## src/rtl/voice_env_mixer_if.sv

```systemverilog
// Voice mixer bus: per-voice samples, gate/note_on strobes in, mixed
// offset-binary sample and its valid pulse out.
interface voice_env_mixer_if #(
    parameter int NUM_VOICES = 4
);
    logic [8*NUM_VOICES-1:0] sample_in;
    logic [NUM_VOICES-1:0]   gate;
    logic [NUM_VOICES-1:0]   note_on;
    logic [7:0]              mix_out;
    logic                    mix_valid;

    modport master (
        output sample_in, gate, note_on,
        input  mix_out, mix_valid
    );

    modport slave (
        input  sample_in, gate, note_on,
        output mix_out, mix_valid
    );
endinterface

```

## src/rtl/voice_env_mixer.sv

```systemverilog
// Per-voice attack/release envelope plus time-multiplexed 8-bit mixer.
// Optional MIX_DITHER_EN adds a 2-bit LFSR dither before the final >>>2.
module voice_env_mixer #(
    parameter int NUM_VOICES    = 4,
    parameter int TICK_DIV      = 30000,
    parameter int ATTACK_SHIFT  = 2,
    parameter int RELEASE_SHIFT = 3
) (
    input logic clk,
    input logic rst_n,
    voice_env_mixer_if.slave bus
);
    localparam int CW = $clog2(TICK_DIV);
    localparam int PW = (NUM_VOICES > 1) ? $clog2(NUM_VOICES) : 1;
    localparam int AW = 9 + PW;

    localparam logic [CW-1:0] TICK_LAST = CW'(TICK_DIV - 1);
    localparam logic [PW-1:0] PH_LAST   = PW'(NUM_VOICES - 1);
    localparam logic signed [AW-1:0] MAXV = AW'(127);
    localparam logic signed [AW-1:0] MINV = -AW'(128);

    typedef enum logic [1:0] {
        ST_IDLE,
        ST_ATTACK,
        ST_SUSTAIN,
        ST_RELEASE
    } env_e;

    logic [CW-1:0]         cnt_q, cnt_d;
    logic                  tick_w;
    logic [NUM_VOICES-1:0] pend_q, pend_d, take_w;
    logic [7:0]            lvl_q [NUM_VOICES];
    logic [7:0]            lvl_d [NUM_VOICES];
    env_e                  st_q  [NUM_VOICES];
    env_e                  st_d  [NUM_VOICES];

    logic [PW-1:0]          phase_q, phase_d;
    logic signed [AW-1:0]   acc_q, acc_d;
    logic signed [8:0]      s_w;
    logic signed [17:0]     prod_w;
    logic signed [9:0]      sc_w;
    logic [7:0]             frac_unused;
    logic signed [AW-1:0]   tot_w, sh_w;
    logic [7:0]             out_w;
    logic [7:0]             mix_q, mix_d;
    logic                   vld_q, vld_d;

    function automatic logic [7:0] att_step(input logic [7:0] l);
        logic [8:0] s;
        s = {1'b0, l} + {1'b0, (8'hFF - l) >> ATTACK_SHIFT} + 9'd1;
        return (s >= 9'd255) ? 8'hFF : s[7:0];
    endfunction

    function automatic logic [7:0] rel_step(input logic [7:0] l);
        logic [8:0] d;
        d = {1'b0, l >> RELEASE_SHIFT} + 9'd1;
        return ({1'b0, l} <= d) ? 8'h00 : (l - d[7:0]);
    endfunction

    assign tick_w = (cnt_q == TICK_LAST);
    assign cnt_d  = tick_w ? '0 : cnt_q + 1'b1;
    assign take_w = pend_q | bus.note_on;
    assign pend_d = tick_w ? '0 : take_w;

    // Envelope next-state: only moves on tick; retrigger beats gate rules.
    always_comb begin
        logic [7:0] n;
        for (int v = 0; v < NUM_VOICES; v++) begin
            lvl_d[v] = lvl_q[v];
            st_d[v]  = st_q[v];
            n        = 8'h00;
            if (tick_w) begin
                if (take_w[v] && bus.gate[v]) begin
                    lvl_d[v] = lvl_q[v] >> 1;
                    st_d[v]  = ST_ATTACK;
                end else begin
                    unique case (st_q[v])
                        ST_IDLE: begin
                            lvl_d[v] = 8'h00;
                            if (bus.gate[v]) begin
                                n        = att_step(8'h00);
                                lvl_d[v] = n;
                                st_d[v]  = (n == 8'hFF) ? ST_SUSTAIN
                                                        : ST_ATTACK;
                            end
                        end
                        ST_ATTACK: begin
                            if (!bus.gate[v]) begin
                                st_d[v] = ST_RELEASE;
                            end else begin
                                n        = att_step(lvl_q[v]);
                                lvl_d[v] = n;
                                if (n == 8'hFF) st_d[v] = ST_SUSTAIN;
                            end
                        end
                        ST_SUSTAIN: begin
                            lvl_d[v] = 8'hFF;
                            if (!bus.gate[v]) begin
                                n        = rel_step(8'hFF);
                                lvl_d[v] = n;
                                st_d[v]  = (n == 8'h00) ? ST_IDLE
                                                        : ST_RELEASE;
                            end
                        end
                        ST_RELEASE: begin
                            if (bus.gate[v]) begin
                                st_d[v] = ST_ATTACK;
                            end else begin
                                n        = rel_step(lvl_q[v]);
                                lvl_d[v] = n;
                                if (n == 8'h00) st_d[v] = ST_IDLE;
                            end
                        end
                        default: begin
                            lvl_d[v] = 8'h00;
                            st_d[v]  = ST_IDLE;
                        end
                    endcase
                end
            end
        end
    end

    assign s_w    = $signed({1'b0, bus.sample_in[{phase_q, 3'b000} +: 8]})
                  - 9'sd128;
    assign prod_w = s_w * $signed({1'b0, lvl_q[phase_q]});
    assign {sc_w, frac_unused} = prod_w;

`ifdef MIX_DITHER_EN
    logic [15:0] lfsr_q, lfsr_d;
    assign lfsr_d = vld_q
                  ? {lfsr_q[0] ^ lfsr_q[2] ^ lfsr_q[3] ^ lfsr_q[5],
                     lfsr_q[15:1]}
                  : lfsr_q;
    assign tot_w = acc_d + $signed({{(AW-2){1'b0}}, lfsr_q[1:0]});

    // Dither LFSR steps once per frame, on the valid cycle.
    always_ff @(posedge clk) begin
        if (!rst_n) lfsr_q <= 16'hACE1;
        else        lfsr_q <= lfsr_d;
    end
`else
    assign tot_w = acc_d;
`endif

    // Mixer next-state: accumulate one voice per clock, emit at frame end.
    always_comb begin
        phase_d = (phase_q == PH_LAST) ? '0 : phase_q + 1'b1;
        if (phase_q == '0) acc_d = {{(AW-10){sc_w[9]}}, sc_w};
        else               acc_d = acc_q + {{(AW-10){sc_w[9]}}, sc_w};
        sh_w = tot_w >>> 2;
        if (sh_w > MAXV)      out_w = 8'hFF;
        else if (sh_w < MINV) out_w = 8'h00;
        else                  out_w = {~sh_w[7], sh_w[6:0]};
        mix_d = (phase_q == PH_LAST) ? out_w : mix_q;
        vld_d = (phase_q == PH_LAST);
    end

    // State registers, synchronous active-low reset.
    always_ff @(posedge clk) begin
        if (!rst_n) begin
            cnt_q   <= '0;
            pend_q  <= '0;
            phase_q <= '0;
            acc_q   <= '0;
            mix_q   <= 8'h80;
            vld_q   <= 1'b0;
            for (int v = 0; v < NUM_VOICES; v++) begin
                lvl_q[v] <= 8'h00;
                st_q[v]  <= ST_IDLE;
            end
        end else begin
            cnt_q   <= cnt_d;
            pend_q  <= pend_d;
            phase_q <= phase_d;
            acc_q   <= acc_d;
            mix_q   <= mix_d;
            vld_q   <= vld_d;
            for (int v = 0; v < NUM_VOICES; v++) begin
                lvl_q[v] <= lvl_d[v];
                st_q[v]  <= st_d[v];
            end
        end
    end

    assign bus.mix_out   = mix_q;
    assign bus.mix_valid = vld_q;
endmodule

```

## src/flat_wrapper.sv

```systemverilog
// flat-port wrapper written by rule: the top's interface ports become plain ports
module voice_env_mixer_flat 
#(
    parameter int NUM_VOICES    = 4,
    parameter int TICK_DIV      = 30000,
    parameter int ATTACK_SHIFT  = 2,
    parameter int RELEASE_SHIFT = 3
)
  (clk, rst_n, bus_sample_in, bus_gate, bus_note_on, bus_mix_out, bus_mix_valid);
  voice_env_mixer_if #(.NUM_VOICES(NUM_VOICES)) bus_i ();
  input logic clk;
  input logic rst_n;
  input wire logic [$bits(bus_i.sample_in)-1:0] bus_sample_in;
  input wire logic [$bits(bus_i.gate)-1:0] bus_gate;
  input wire logic [$bits(bus_i.note_on)-1:0] bus_note_on;
  output wire logic [$bits(bus_i.mix_out)-1:0] bus_mix_out;
  output wire logic [$bits(bus_i.mix_valid)-1:0] bus_mix_valid;
  assign bus_i.sample_in = bus_sample_in;
  assign bus_i.gate = bus_gate;
  assign bus_i.note_on = bus_note_on;
  assign bus_mix_out = bus_i.mix_out;
  assign bus_mix_valid = bus_i.mix_valid;
  voice_env_mixer #(.NUM_VOICES(NUM_VOICES), .TICK_DIV(TICK_DIV), .ATTACK_SHIFT(ATTACK_SHIFT), .RELEASE_SHIFT(RELEASE_SHIFT)) u_core (.clk(clk), .rst_n(rst_n), .bus(bus_i));
endmodule
```

## config.mk

```make
export PLATFORM = sky130hd
export DESIGN_NAME = voice_env_mixer_flat
export DESIGN_NICKNAME = d
export VERILOG_FILES = /design/src/rtl/voice_env_mixer_if.sv /design/src/rtl/voice_env_mixer.sv /design/src/flat_wrapper.sv
export SDC_FILE = /design/constraint.sdc
export NUM_CORES = 1
export LEC_CHECK = 0
export CORE_AREA = 2 2 165 167
export DETAILED_ROUTE_END_ITERATION = 8
export DIE_AREA = 0 0 167 169
export PLACE_DENSITY = 0.68
export SLEW_MARGIN = 20
export SYNTH_ARGS = -nofsm -noshare
export SYNTH_HDL_FRONTEND = slang
export SYNTH_SLANG_ARGS = --single-unit
```

## constraint.sdc

```tcl
create_clock -name clk -period 19.2 [get_ports clk]
set_clock_uncertainty 0.05 [all_clocks]
set_input_delay 3.84 -clock clk [delete_from_list [all_inputs] [get_ports clk]]
set_output_delay 3.84 -clock clk [all_outputs]
set_load 0.05 [all_outputs]
```

==> summary.md <==
| Metric | Value |
|---|---|
| Max Fanout on Critical Path | `8` |
| Clock slew at reported path FFs | `0.07 ns` |
| Synth Net Count | `1518` |
| Power share of the sequential group | `43.5%` |
| Hold depth | `1` |
| H-tree Lvls | `3` |
| Total detailed-routing wirelength | `26.0 mm` |
| Leak | `0.00475 uW` |
| Crit-path max cell delay | `0.60 ns` |
| Tightest Pin Transition | `0.929 ns` |
| Placed wire-length estimate | `20.7 mm` |
| Sequential share of the synthesized area | `15.5%` |
| Die Y | `169 um` |
| Finished Layout Cells | `1668` |
| Maximum VDD drop | `0.0000442 V` |
| DP Worst Slack | `8.14 ns` |
| Flops & latches, synth | `81` |
| Mapped Cells | `1297` |
| Largest buffer count on any clock path | `2` |
| PortBufs | `50` |
| Placer Congestion | `0.908` |
| Max stage delay cell, worst path | `fa_1` |
| Ys Warns | `0` |
| Vias in the first global route | `9379` |
| Final Power | `399 uW` |
| Startpoint Class | `input port` |
| Combinational power share | `9.9%` |
| Core area | `26500 um^2` |
| CP Capture Type | `register` |
| GRT Total Usage | `18.7%` |
| Hold Path End | `u_core.cnt_q[0]` |
| Area grow syn2layout | `10.8%` |
| Drt drc | `0` |
| Crit path time final | `10.74 ns` |
| Starting Density | `39.4%` |
| Psw | `94.7 uW` |
| Worst r2r path cells | `25` |
| GRT overflow | `0` |
| Post-synth ARST share | `0%` |
| Setup violations, final | `0` |
| Setup TNS | `0 ns` |
| Status | `complete, no violations` |
| Final hold slack | `0.394 ns` |
| CTS resizes | `0` |
| Pint | `305 uW` |
| Final period util | `55.9%` |
| Clock Power Share | `46.5%` |
| I/O Pins | `51` |
| Die X | `167 um` |
| Share of cells above drive strength 1 | `4.07%` |
| CTS tree | `done` |
| Hold/Removal Path Class | `register to register` |
| Setup CP Type | `input port to register` |
| Final hold vios | `0` |
| DRT antenna net count | `0` |
| DR vias/cell | `5.61` |
| DIE AREA | `28200 um^2` |
| Cell Area, Synth | `10400 um^2` |
| Largest net degree at the start of global routing | `34` |
| RR Endpoint | `u_core.bus.mix_out[5]` |
| Commonest non-fill, non-tap cells in the layout | `inv_1, ha_1, nor2_1, nand2_1, dfxtp_1` |
| Hold_sp | `u_core.cnt_q[0]` |
| Postcts setup bufs | `0` |
| Total CTS buffers | `9` |
| CP most frequent cell | `fa_1` |
| Max-cap viol count | `0` |
| Drt wl/cell | `15.6 um` |
| Setup slack after layout | `8.46 ns` |
| # rows | `60` |
| Critical path arrival | `10.94 ns` |
| Slew margin rel. | `38.0%` |
| Clock sink total | `81` |
| Fmax | `0.0931 GHz` |
| R2R setup slack | `11.45 ns` |
| Worst-Skew Late Latency | `0.34 ns` |
| Inst Count DP | `1652` |
| Ys flop type | `dfxtp_1` |
| Power Dens Cells | `34.6 nW/um^2` |
| Worst R2R Start | `u_core.phase_q[0]` |
| Distinct cells, synth | `82` |
| Initial drt markers | `716` |
| First-pass GRT wire length | `44.4 mm` |
| WP data required | `19.40 ns` |
| Most common cell after layout, fill and taps aside | `inv_1` |
| Post-synth EDFFs | `0` |
| Vias | `9357` |
| Initial antenna violation count | `0` |
| RSZ-0062 raised after global routing | `false` |
| Mapped Avg Cell Area | `8.04 um^2` |
| Iteration count of the initial detailed-routing pass | `5` |
| Final Net Count | `1543` |
| Sw Share | `23.7%` |
| Slew Viols, Final | `0` |
| CTS root buf | `clkbuf_16` |
| ANT cells | `0` |
| Post-CTS Hold Buffers | `0` |
[critical path, delay by kind of cell]
| family | cells | cell delay (ns) |
|---|---|---|
| buffers and inverters | 5 | 0.64 |
| XOR/XNOR | 2 | 0.65 |
| AND/OR/NAND/NOR | 3 | 0.50 |
| multiplexers | 1 | 0.26 |
| AO/OA/AOI/OAI | 9 | 2.19 |
| adder cells (fa/ha/maj) | 6 | 2.84 |
[Yosys cell counts, types with 9 or more instances]
| cell | n | area share [%] |
|---|---|---|
| a2111oi_0 | 13 | 1.1 |
| a211oi_1 | 13 | 0.94 |
| a21oi_1 | 68 | 3.3 |
| a221oi_1 | 12 | 1.0 |
| a31oi_1 | 12 | 0.72 |
| and2_1 | 52 | 3.1 |
| and3_1 | 17 | 1.0 |
| clkbuf_1 | 35 | 1.3 |
| dfxtp_1 | 81 | 16 |
| fa_1 | 64 | 12 |
| ha_1 | 115 | 14 |
| inv_1 | 156 | 5.6 |
| mux2i_1 | 10 | 0.96 |
| mux4_2 | 12 | 2.6 |
| nand2_1 | 102 | 3.7 |
| nand2b_1 | 10 | 0.60 |
| nand3_1 | 33 | 1.6 |
| nand4_1 | 9 | 0.54 |
| nor2_1 | 106 | 3.8 |
| nor2b_1 | 22 | 1.3 |
| nor3_1 | 34 | 1.6 |
| o211ai_1 | 13 | 0.94 |
| o21a_1 | 15 | 1.1 |
| o21ai_0 | 58 | 2.8 |
| o21ai_1 | 19 | 0.91 |
| o31ai_1 | 10 | 0.72 |
| or3_1 | 13 | 0.78 |
| xnor2_1 | 39 | 3.3 |
| xor2_1 | 24 | 2.0 |
[area by class of cell]
class                   count  area (um^2)
clock buffers              11          243
multi-input cells        1014         8050
fillers                  2607        14900
clock inverters             5         78.8
well taps                 341          427
inverters                 162          608
flip-flops and latches     81         1620
repair buffers             54          531
[worst max-delay path by stage]
| stage | slack, ns | start | end | cells after the start |
|---|---|---|---|---|
| final | 8.46 | bus_sample_in[15] | u_core.bus.mix_out[5] | 26 |
| after global routing | 7.87 | bus_sample_in[15] | u_core.bus.mix_out[4] | 26 |
| after CTS | 8.48 | bus_sample_in[15] | u_core.bus.mix_out[5] | 26 |
| after detailed placement | 8.14 | bus_sample_in[15] | u_core.bus.mix_out[5] | 26 |
| after global placement | 8.30 | bus_sample_in[15] | u_core.bus.mix_out[3] | 26 |
| after floorplan | 9.20 | bus_sample_in[11] | u_core.bus.mix_out[6] | 24 |
[state kept, by name (all words and copies together) (netlist names)]
| register | flops |
|---|---|
| u_core.st_q | 8 |
| u_core.bus.mix_out | 8 |
| u_core.cnt_q | 15 |
| u_core.phase_q | 2 |
| u_core.pend_q | 4 |
| u_core.lvl_q | 32 |
| u_core.acc_q | 11 |
| u_core.bus.mix_valid | 1 |
[kinds of logic (layout without fill, tap and decap cells)]
| logic type | count (synthesis) | in the layout | synth area share, % |
|---|---|---|---|
| flops | 81 | 81 | 15.5 |
| fa+ha+maj | 179 | 179 | 26.1 |
| compound gates | 314 | 314 | 20.2 |
| buf+inv | 202 | 232 | 7.39 |
| xor+xnor | 65 | 65 | 5.60 |
| mux | 29 | 29 | 4.88 |
| simple gates | 427 | 427 | 20.3 |
[through the flow]
stage	area (um^2)	utilization (%)
2_1_floorplan	10400	-
3_3_place_gp	11200	42.4
3_5_place_dp	11200	42.4
4_1_cts	11600	43.6
5_1_grt	11600	43.6
6_report	11600	43.6
[metal layers]
| metal | up-vias | part of all wire, % | track usage (%) |
|---|---|---|---|
| met5 | - | 0 | 0 |
| met4 | 0 | 1.7 | 5.81 |
| met2 | 233 | 48 | 31.7 |
| met3 | 39 | 4.7 | 2.60 |
| met1 | 4475 | 46 | 24.6 |
| li1 | 4610 | - | - |
[power by group through the flow]
stage	combinational, uW	clock, uW	sequential, uW
floorplan	25.8	0	175
global placement	38.9	0	177
detailed placement	39.6	0	178
CTS	39.8	191	174
global route	43.0	198	174
finish	39.7	186	174
Note: power is estimated with default switching activity, not from simulation.
